--- config.mk ---
export PLATFORM = sky130hd
export DESIGN_NAME = srio_tx_arb
export DESIGN_NICKNAME = d
export VERILOG_FILES = /design/src/rtl/srio_tx_arb.sv
export SDC_FILE = /design/constraint.sdc
export NUM_CORES = 1
export LEC_CHECK = 0
export CAP_MARGIN = 5
export CORE_AREA = 4 4 134 136
export CTS_BUF_LIST = sky130_fd_sc_hd__clkbuf_4 sky130_fd_sc_hd__clkbuf_8 sky130_fd_sc_hd__clkbuf_16
export CTS_CLUSTER_SIZE = 12
export DETAILED_ROUTE_END_ITERATION = 16
export DIE_AREA = 0 0 138 140
export PLACE_DENSITY = 0.69
export SLEW_MARGIN = 20
export SYNTH_ARGS = -nofsm -noshare
export SYNTH_HDL_FRONTEND = slang
export SYNTH_SLANG_ARGS = --single-unit
--- constraint.sdc ---
create_clock -name AXIS_ACLK -period 2.8 [get_ports AXIS_ACLK]
set_input_delay 0.84 -clock AXIS_ACLK [delete_from_list [all_inputs] [get_ports AXIS_ACLK]]
set_output_delay 0.84 -clock AXIS_ACLK [all_outputs]
set_load 0.01 [all_outputs]
--- src/rtl/srio_tx_arb.sv ---
// Packet-granular two-source arbiter onto one SRIO transmit AXI-Stream.
// Whole packets are granted (round-robin or fixed priority); runaway packets are cut at MAX_BEATS.
`timescale 1ns/1ps
module srio_tx_arb #(
  parameter int MAX_BEATS = 33,
  parameter int CNT_W     = 16
) (
  input  logic             AXIS_ACLK,
  input  logic             AXIS_ARESETN,
  input  logic             S0_AXIS_TVALID,
  output logic             S0_AXIS_TREADY,
  input  logic [63:0]      S0_AXIS_TDATA,
  input  logic             S0_AXIS_TLAST,
  input  logic [31:0]      S0_AXIS_TUSER,
  input  logic             S1_AXIS_TVALID,
  output logic             S1_AXIS_TREADY,
  input  logic [63:0]      S1_AXIS_TDATA,
  input  logic             S1_AXIS_TLAST,
  input  logic [31:0]      S1_AXIS_TUSER,
  output logic             M_AXIS_TVALID,
  input  logic             M_AXIS_TREADY,
  output logic [63:0]      M_AXIS_TDATA,
  output logic             M_AXIS_TLAST,
  output logic [31:0]      M_AXIS_TUSER,
  output logic [7:0]       M_AXIS_TKEEP,
  input  logic [1:0]       src_enable,
  input  logic             prio_mode,
  input  logic [1:0]       overrun_clr,
  output logic [1:0]       grant,
  output logic [1:0]       overrun,
  output logic [CNT_W-1:0] pkt_cnt0,
  output logic [CNT_W-1:0] pkt_cnt1
);
  localparam int BC_W = (MAX_BEATS > 2) ? $clog2(MAX_BEATS) : 1;

  typedef enum logic [1:0] {IDLE, STREAM, DRAIN} state_t;

  state_t          state, state_nx;
  logic            sel;
  logic            rr_ptr;
  logic [BC_W-1:0] beat_cnt;
  logic            req0, req1, pick;
  logic            g_valid, g_last, g_ready;
  logic [63:0]     g_data;
  logic [31:0]     g_user;
  logic            at_max, m_hs, pkt_end, trunc;

  assign M_AXIS_TKEEP = 8'hff;

  assign req0 = S0_AXIS_TVALID & src_enable[0];
  assign req1 = S1_AXIS_TVALID & src_enable[1];
  // rr_ptr=0 favours S0; with a single requester, that one wins.
  assign pick = (req0 & req1) ? (prio_mode ? 1'b0 : rr_ptr) : ~req0;

  assign g_valid = sel ? S1_AXIS_TVALID : S0_AXIS_TVALID;
  assign g_last  = sel ? S1_AXIS_TLAST  : S0_AXIS_TLAST;
  assign g_data  = sel ? S1_AXIS_TDATA  : S0_AXIS_TDATA;
  assign g_user  = sel ? S1_AXIS_TUSER  : S0_AXIS_TUSER;

  assign at_max  = (beat_cnt == BC_W'(MAX_BEATS - 1));
  assign m_hs    = (state == STREAM) & g_valid & M_AXIS_TREADY;
  assign pkt_end = m_hs & (g_last | at_max);
  assign trunc   = m_hs & at_max & ~g_last;

  always_ff @(posedge AXIS_ACLK or negedge AXIS_ARESETN) begin
    if (!AXIS_ARESETN) state <= IDLE;
    else               state <= state_nx;
  end

  always_comb begin
    state_nx      = state;
    g_ready       = 1'b0;
    M_AXIS_TVALID = 1'b0;
    M_AXIS_TDATA  = '0;
    M_AXIS_TUSER  = '0;
    M_AXIS_TLAST  = 1'b0;
    case (state)
      IDLE: begin
        if (req0 | req1) state_nx = STREAM;
      end
      STREAM: begin
        M_AXIS_TVALID = g_valid;
        M_AXIS_TDATA  = g_data;
        M_AXIS_TUSER  = g_user;
        M_AXIS_TLAST  = g_last | at_max;
        g_ready       = M_AXIS_TREADY;
        if (m_hs) begin
          if (g_last)      state_nx = IDLE;
          else if (at_max) state_nx = DRAIN;
        end
      end
      DRAIN: begin
        // Swallow the rest of a truncated packet without touching the link.
        g_ready = 1'b1;
        if (g_valid & g_last) state_nx = IDLE;
      end
      default: state_nx = IDLE;
    endcase
    S0_AXIS_TREADY = g_ready & ~sel;
    S1_AXIS_TREADY = g_ready &  sel;
  end

  always_ff @(posedge AXIS_ACLK or negedge AXIS_ARESETN) begin
    if (!AXIS_ARESETN) begin
      grant    <= 2'b00;
      sel      <= 1'b0;
      rr_ptr   <= 1'b0;
      beat_cnt <= '0;
      overrun  <= 2'b00;
      pkt_cnt0 <= '0;
      pkt_cnt1 <= '0;
    end else begin
      case (state)
        IDLE: begin
          if (req0 | req1) begin
            sel      <= pick;
            grant    <= pick ? 2'b10 : 2'b01;
            beat_cnt <= '0;
          end
        end
        STREAM: begin
          if (m_hs) beat_cnt <= beat_cnt + 1'b1;
          if (pkt_end) begin
            rr_ptr <= ~sel;
            if (g_last) grant <= 2'b00;
          end
        end
        DRAIN: begin
          if (g_valid & g_last) grant <= 2'b00;
        end
        default: grant <= 2'b00;
      endcase
      if (pkt_end & ~sel) pkt_cnt0 <= pkt_cnt0 + 1'b1;
      if (pkt_end &  sel) pkt_cnt1 <= pkt_cnt1 + 1'b1;
      // A new truncation beats a simultaneous clear.
      overrun <= (overrun & ~overrun_clr) | {trunc & sel, trunc & ~sel};
    end
  end
endmodule
== Word-level counts from Yosys, hierarchy flattened ==
Index checks and enable logic that the tools add are counted.

* Add/subtract/negate cells: 3
* Multipliers: 0
* Div/mod/pow operators: 0
* $lt $le $gt $ge: 0
* Equal/unequal tests: 9
* Shifts and indexed selects: 0
* Multiplexer cells: 25
* Bitwise logic cells: 23
* Reductions and logical operators: 7

{| class="wikitable"
|+ Operators by type and width
! kind !! count
|-
| 64-bit two-way mux || 2
|-
| 32-bit two-way mux || 2
|-
| 16-bit by 1-bit adder with 16-bit output (second input constant) || 2
|-
| 2-bit two-way mux || 9
|-
| 1-bit bitwise AND || 15
|-
| 6-bit two-way mux || 2
|-
| 2-bit one-hot mux with 3 select lines || 2
|-
| 6-bit one-hot mux with 2 select lines || 1
|-
| 2-bit inequality test (second input constant) || 5
|-
| 4-bit AND reduction || 2
|-
| 6-bit by 1-bit adder with 6-bit output (second input constant) || 1
|-
| 6-bit == test (second input constant) || 1
|-
| 1-bit two-way mux || 6
|-
| 2-bit AND reduction || 2
|-
| 3-bit inequality test (second input constant) || 1
|-
| 1-bit NOT || 3
|-
| 3-bit AND reduction || 1
|-
| 2-bit bitwise AND || 1
|-
| 2-bit by 1-bit == test with 1-bit output (second input constant) || 1
|-
| 2-bit == test (second input constant) || 1
|-
| 2-bit zero test || 1
|-
| 2-bit NOT || 1
|-
| 1-bit OR || 2
|-
| 2-bit OR || 1
|-
| 2 further kinds || 2
|}

* Register bits after elaboration: 46
* Bits in latches: 0
* Memory bits (writable): 0
* Memory bits (read-only): 0
* Output and inout bits: 144
* Logic and storage cells: 75
* Memories kept: 0

== Logic depth before layout (Yosys ltp) ==
* Word-level depth: 7
* Depth in mapped cells: 8

== Worst setup path after synthesis ==
Ideal clock, no wire load.

* Kind: register to output
* Start point: register state[1]
* End point: output port M_AXIS_TDATA[43]
* Arrival: 1680 ps
* Required time: 1960 ps
* Setup slack: 280 ps
* Cell stages (with the launch flop): 9
* Buffers on the path: 4
* Path through: dfrtp_1 -> inv_1 -> ha_1 -> buf_4 -> inv_1 -> clkbuf_1 -> buf_2 -> buf_1 -> nor2_1

* Cells in the longest elaborated chain, start to end: 2

{| class="wikitable"
|+ RTL lines
! element !! RTL line !! source
|-
| start, declared || 38 || <nowiki>state_t state, state_nx;</nowiki>
|-
| start signal, assigned || 67 || <nowiki>else state <= state_nx;</nowiki>
|-
| 2-bit by 1-bit == test with 1-bit output || 77 || <nowiki>case (state)</nowiki>
|-
| 64-bit two-way mux || 77 ||
|-
| end, declared || 22 || <nowiki>output logic [63:0] M_AXIS_TDATA,</nowiki>
|}

No other way between the ends.

== Worst setup path in the final report ==
* Start point: input port M_AXIS_TREADY
* End point: output port S0_AXIS_TREADY

* Cells in the longest elaborated chain, start to end: 2

{| class="wikitable"
|+ RTL lines
! element !! RTL line !! source
|-
| start, declared || 21 || <nowiki>input logic M_AXIS_TREADY,</nowiki>
|-
| 1-bit one-hot mux with 2 select lines || 77 ||
|-
| 1-bit bitwise AND || 99 || <nowiki>S0_AXIS_TREADY = g_ready & ~sel;</nowiki>
|-
| end, declared || 11 || <nowiki>output logic S0_AXIS_TREADY,</nowiki>
|}

No other way between the ends.

==> flow_summary.toml <==
[final_layout]
fillerInstances = 1679
final_nets = 1017
mostFrequentLayoutCells = "clkdlybuf4s50_1 (238), nor2_1 (107), mux2i_1 (98)"
mostFrequentLayoutCell = "clkdlybuf4s50_1"
design_area_sq_um = 7880
stdcell_count = 1034
final_core_util = 0.465
drive_above_1_share = 0.0954
syn_to_final_growth_pct = 99.8

[setup_path]
r2r-end = "beat_cnt[4]$_DFFE_PN0P_"
arrival_ns = 1.89
reg2reg_depth = 9
path_max_fanout = 2
cp-end-kind = "output port"
critPathRequiredTime_ns = 1.96
r2r_setup_slack_ns = 0.64
crit_type = "input pin to output port"
start_kind = "input pin"
worstReg2RegStart = "state[1]$_DFFE_PN0P_"

[floorplanning]
initial_core_util = 0.233
core_area_sq_um = 16900
die_area_sq_um = 19300
fp-row-count = 48
io_pins = 348
die_y_microns = 140
die_w_microns = 138

[clock_network]
cts_tree = "done"
clk_pin_slew_worst_paths_ns = 0.07
clock_path_buffers = 2
htreeDepth = 2
cts_made_buffers = 5
cts_hold_buf = 0
clkLatencyLatePin_ns = 0.29
clockRootBuffer = "clkbuf_16"
cts.sinks = 46

[global_route]
grt_pass1_wl_microns = 27700
grt-ovfl-total = 0
antenna_found_initial = 3
grt_start_max_net_pins = 35
grt_pass1_vias = 4641
track_usage = 0.183

[timing]
setup_viol = 0
holdWs_ns = 0.469
slew_headroom = 0.480
finalClockSkew_ns = 0.00657
max_slew.worst_pin.slew_ns = 0.779
period_needed_ns = 2.73
finalMaxSlewViolations = 0
clock.fmax_ghz = 0.366
final.period_utilization = 0.976
hold_violations = 0

[yosys]
ys_ff_latch = 46
synth_edf_count = 0
syn_area_per_cell_sq_um = 8.71
syn-cell-area_sq_um = 3940
synth_cell_types = 56
synthArstFlopShare = 1.00
synth_flop_cell = "dfrtp_1"
syn_inst = 453
yosysSeqAreaShare = 0.292
ys_warn_count = 0

[min_path]
min_to = "pkt_cnt1[15]$_DFFE_PN0P_"
min_path_type = "flip-flop to flip-flop"
hold_depth = 1
min_from = "pkt_cnt1[15]$_DFFE_PN0P_"

[routing]
routed_wl_microns = 18700
drt_iter0_drc = 134
viasPerCell = 4.38
dr.pass1.iters = 4
vias = 4528
ant_nets = 0
wire_per_inst_microns = 18.1
drc = 0

[placement]
hpwl_microns = 15600
gp_routability_congestion = 0.795
dp_cells = 1021
dpl_cell_area_sq_um = 7800
numPortBuffers = 339

[power]
power_density_nw_per_um2 = 679
power_uw = 5350
p_leak_uw = 0.00392
ir_drop_mv = 0.305

[run_status]
status = "finished clean"

[job]
cap_violations = 0
==> metrics by stage <==
step	TNS, ns	worst slack (ns)
2_1_floorplan	0	0.280
3_3_place_gp	-8.37	-0.370
3_5_place_dp	-8.19	-0.380
4_1_cts	0	0.0143
5_1_grt	-0.00147	-0.00147
6_report	0	0.0676
==> cells by family (layout without fill, tap and decap cells) <==
logic type,count (synthesis),in the layout,share of synthesized area
AND/OR/NAND/NOR,191,191,0.245
multiplexers,102,102,0.260
buffers and inverters,49,396,0.0612
flip-flops,46,46,0.292
XOR/XNOR,30,30,0.0666
AO/OA/AOI/OAI,27,27,0.0524
adder cells (fa/ha/maj),7,7,0.0222
other,1,10,0.000951
==> report_power, final <==
group	internal, uW	switching (uW)	leakage [uW]
registers	762	118	0.000609
clock network	331	260	0.0000698
logic	1960	1920	0.00324
total	3050	2300	0.00392
==> registers in the layout, summed over array words and instances (netlist names) <==
register,flops
pkt_cnt0,16
grant,2
beat_cnt,6
rr_ptr,1
overrun,2
state,2
sel,1
pkt_cnt1,16
==> layout make-up <==
type,count,area [sq um],share of cell area
Timing Repair Buffer,376,3650,0.463
Multi-Input combinational cell,365,2600,0.329
Sequential cell,46,1150,0.147
Tap cell,225,282,0.0357
Clock buffer,5,125,0.0159
Inverter,12,50.0,0.00635
Clock inverter,3,21.3,0.00270
Antenna cell,2,5.00,0.000635
==> synth_stat cells (2+ instances only) <==
cell type / instances / area, sq um
buf_1: 2 / 7.51
buf_2: 13 / 65.1
clkbuf_1: 11 / 41.3
or4_1: 2 / 15.0
or4_4: 2 / 22.5
nor4_1: 6 / 37.5
xnor2_1: 3 / 26.3
o41ai_1: 3 / 26.3
nand3_1: 11 / 55.1
ha_1: 7 / 87.6
buf_4: 11 / 82.6
a21oi_2: 2 / 17.5
mux2i_1: 99 / 991
nand4b_1: 2 / 17.5
and3_1: 3 / 18.8
dfrtp_1: 46 / 1150
nor3b_1: 3 / 22.5
a2bb2oi_1: 2 / 17.5
nor3_1: 10 / 50.1
nand4_1: 7 / 43.8
a21oi_1: 4 / 20.0
nor3b_2: 2 / 25.0
nand2_1: 16 / 60.1
o21ai_0: 3 / 15.0
nand2b_1: 2 / 12.5
inv_1: 12 / 45.0
nor3_2: 3 / 30.0
xor2_1: 27 / 236
mux2_2: 3 / 33.8
and4_1: 3 / 26.3
o31ai_1: 2 / 15.0
nor2_1: 107 / 402
==> critical path, stage by stage <==
cell	delay [ns]
clkdlybuf4s50_1	0.48
nand2_1	0.07
nand2b_1	0.09
nand2_1	0.06
nor2_1	0.07
dlygate4sd2_1	0.28
==> routing by layer <==
| layer | global-route usage | wire, microns |
|---|---|---|
| met1 | 0.241 | 8400 |
| met2 | 0.294 | 8570 |
| met3 | 0.0615 | 1510 |
| met4 | 0.0374 | 236 |
| met5 | 0 | 13 |
==> worst max path at each step <==
stage	slack (ns)	end	startpoint	cells past startpoint
CTS	0.01	M_AXIS_TUSER[31]	S1_AXIS_TUSER[31]	5
global route	-0.001	M_AXIS_TLAST	S1_AXIS_TLAST	5
floorplan	0.28	M_AXIS_TDATA[43]	state[1]$_DFFE_PN0P_	8
global placement	-0.37	M_AXIS_TLAST	S1_AXIS_TLAST	5
finish	0.07	S0_AXIS_TREADY	M_AXIS_TREADY	6
detailed placement	-0.38	M_AXIS_TLAST	S1_AXIS_TLAST	5
==> timing repair <==
action,in CTS,in global routing
buffers inserted,1,1
resized for setup,107,10
pin swaps,0,0
cloned,1,0
setup endpoints to repair,98,7
No activity file was read; power rests on OpenSTA's default activity.
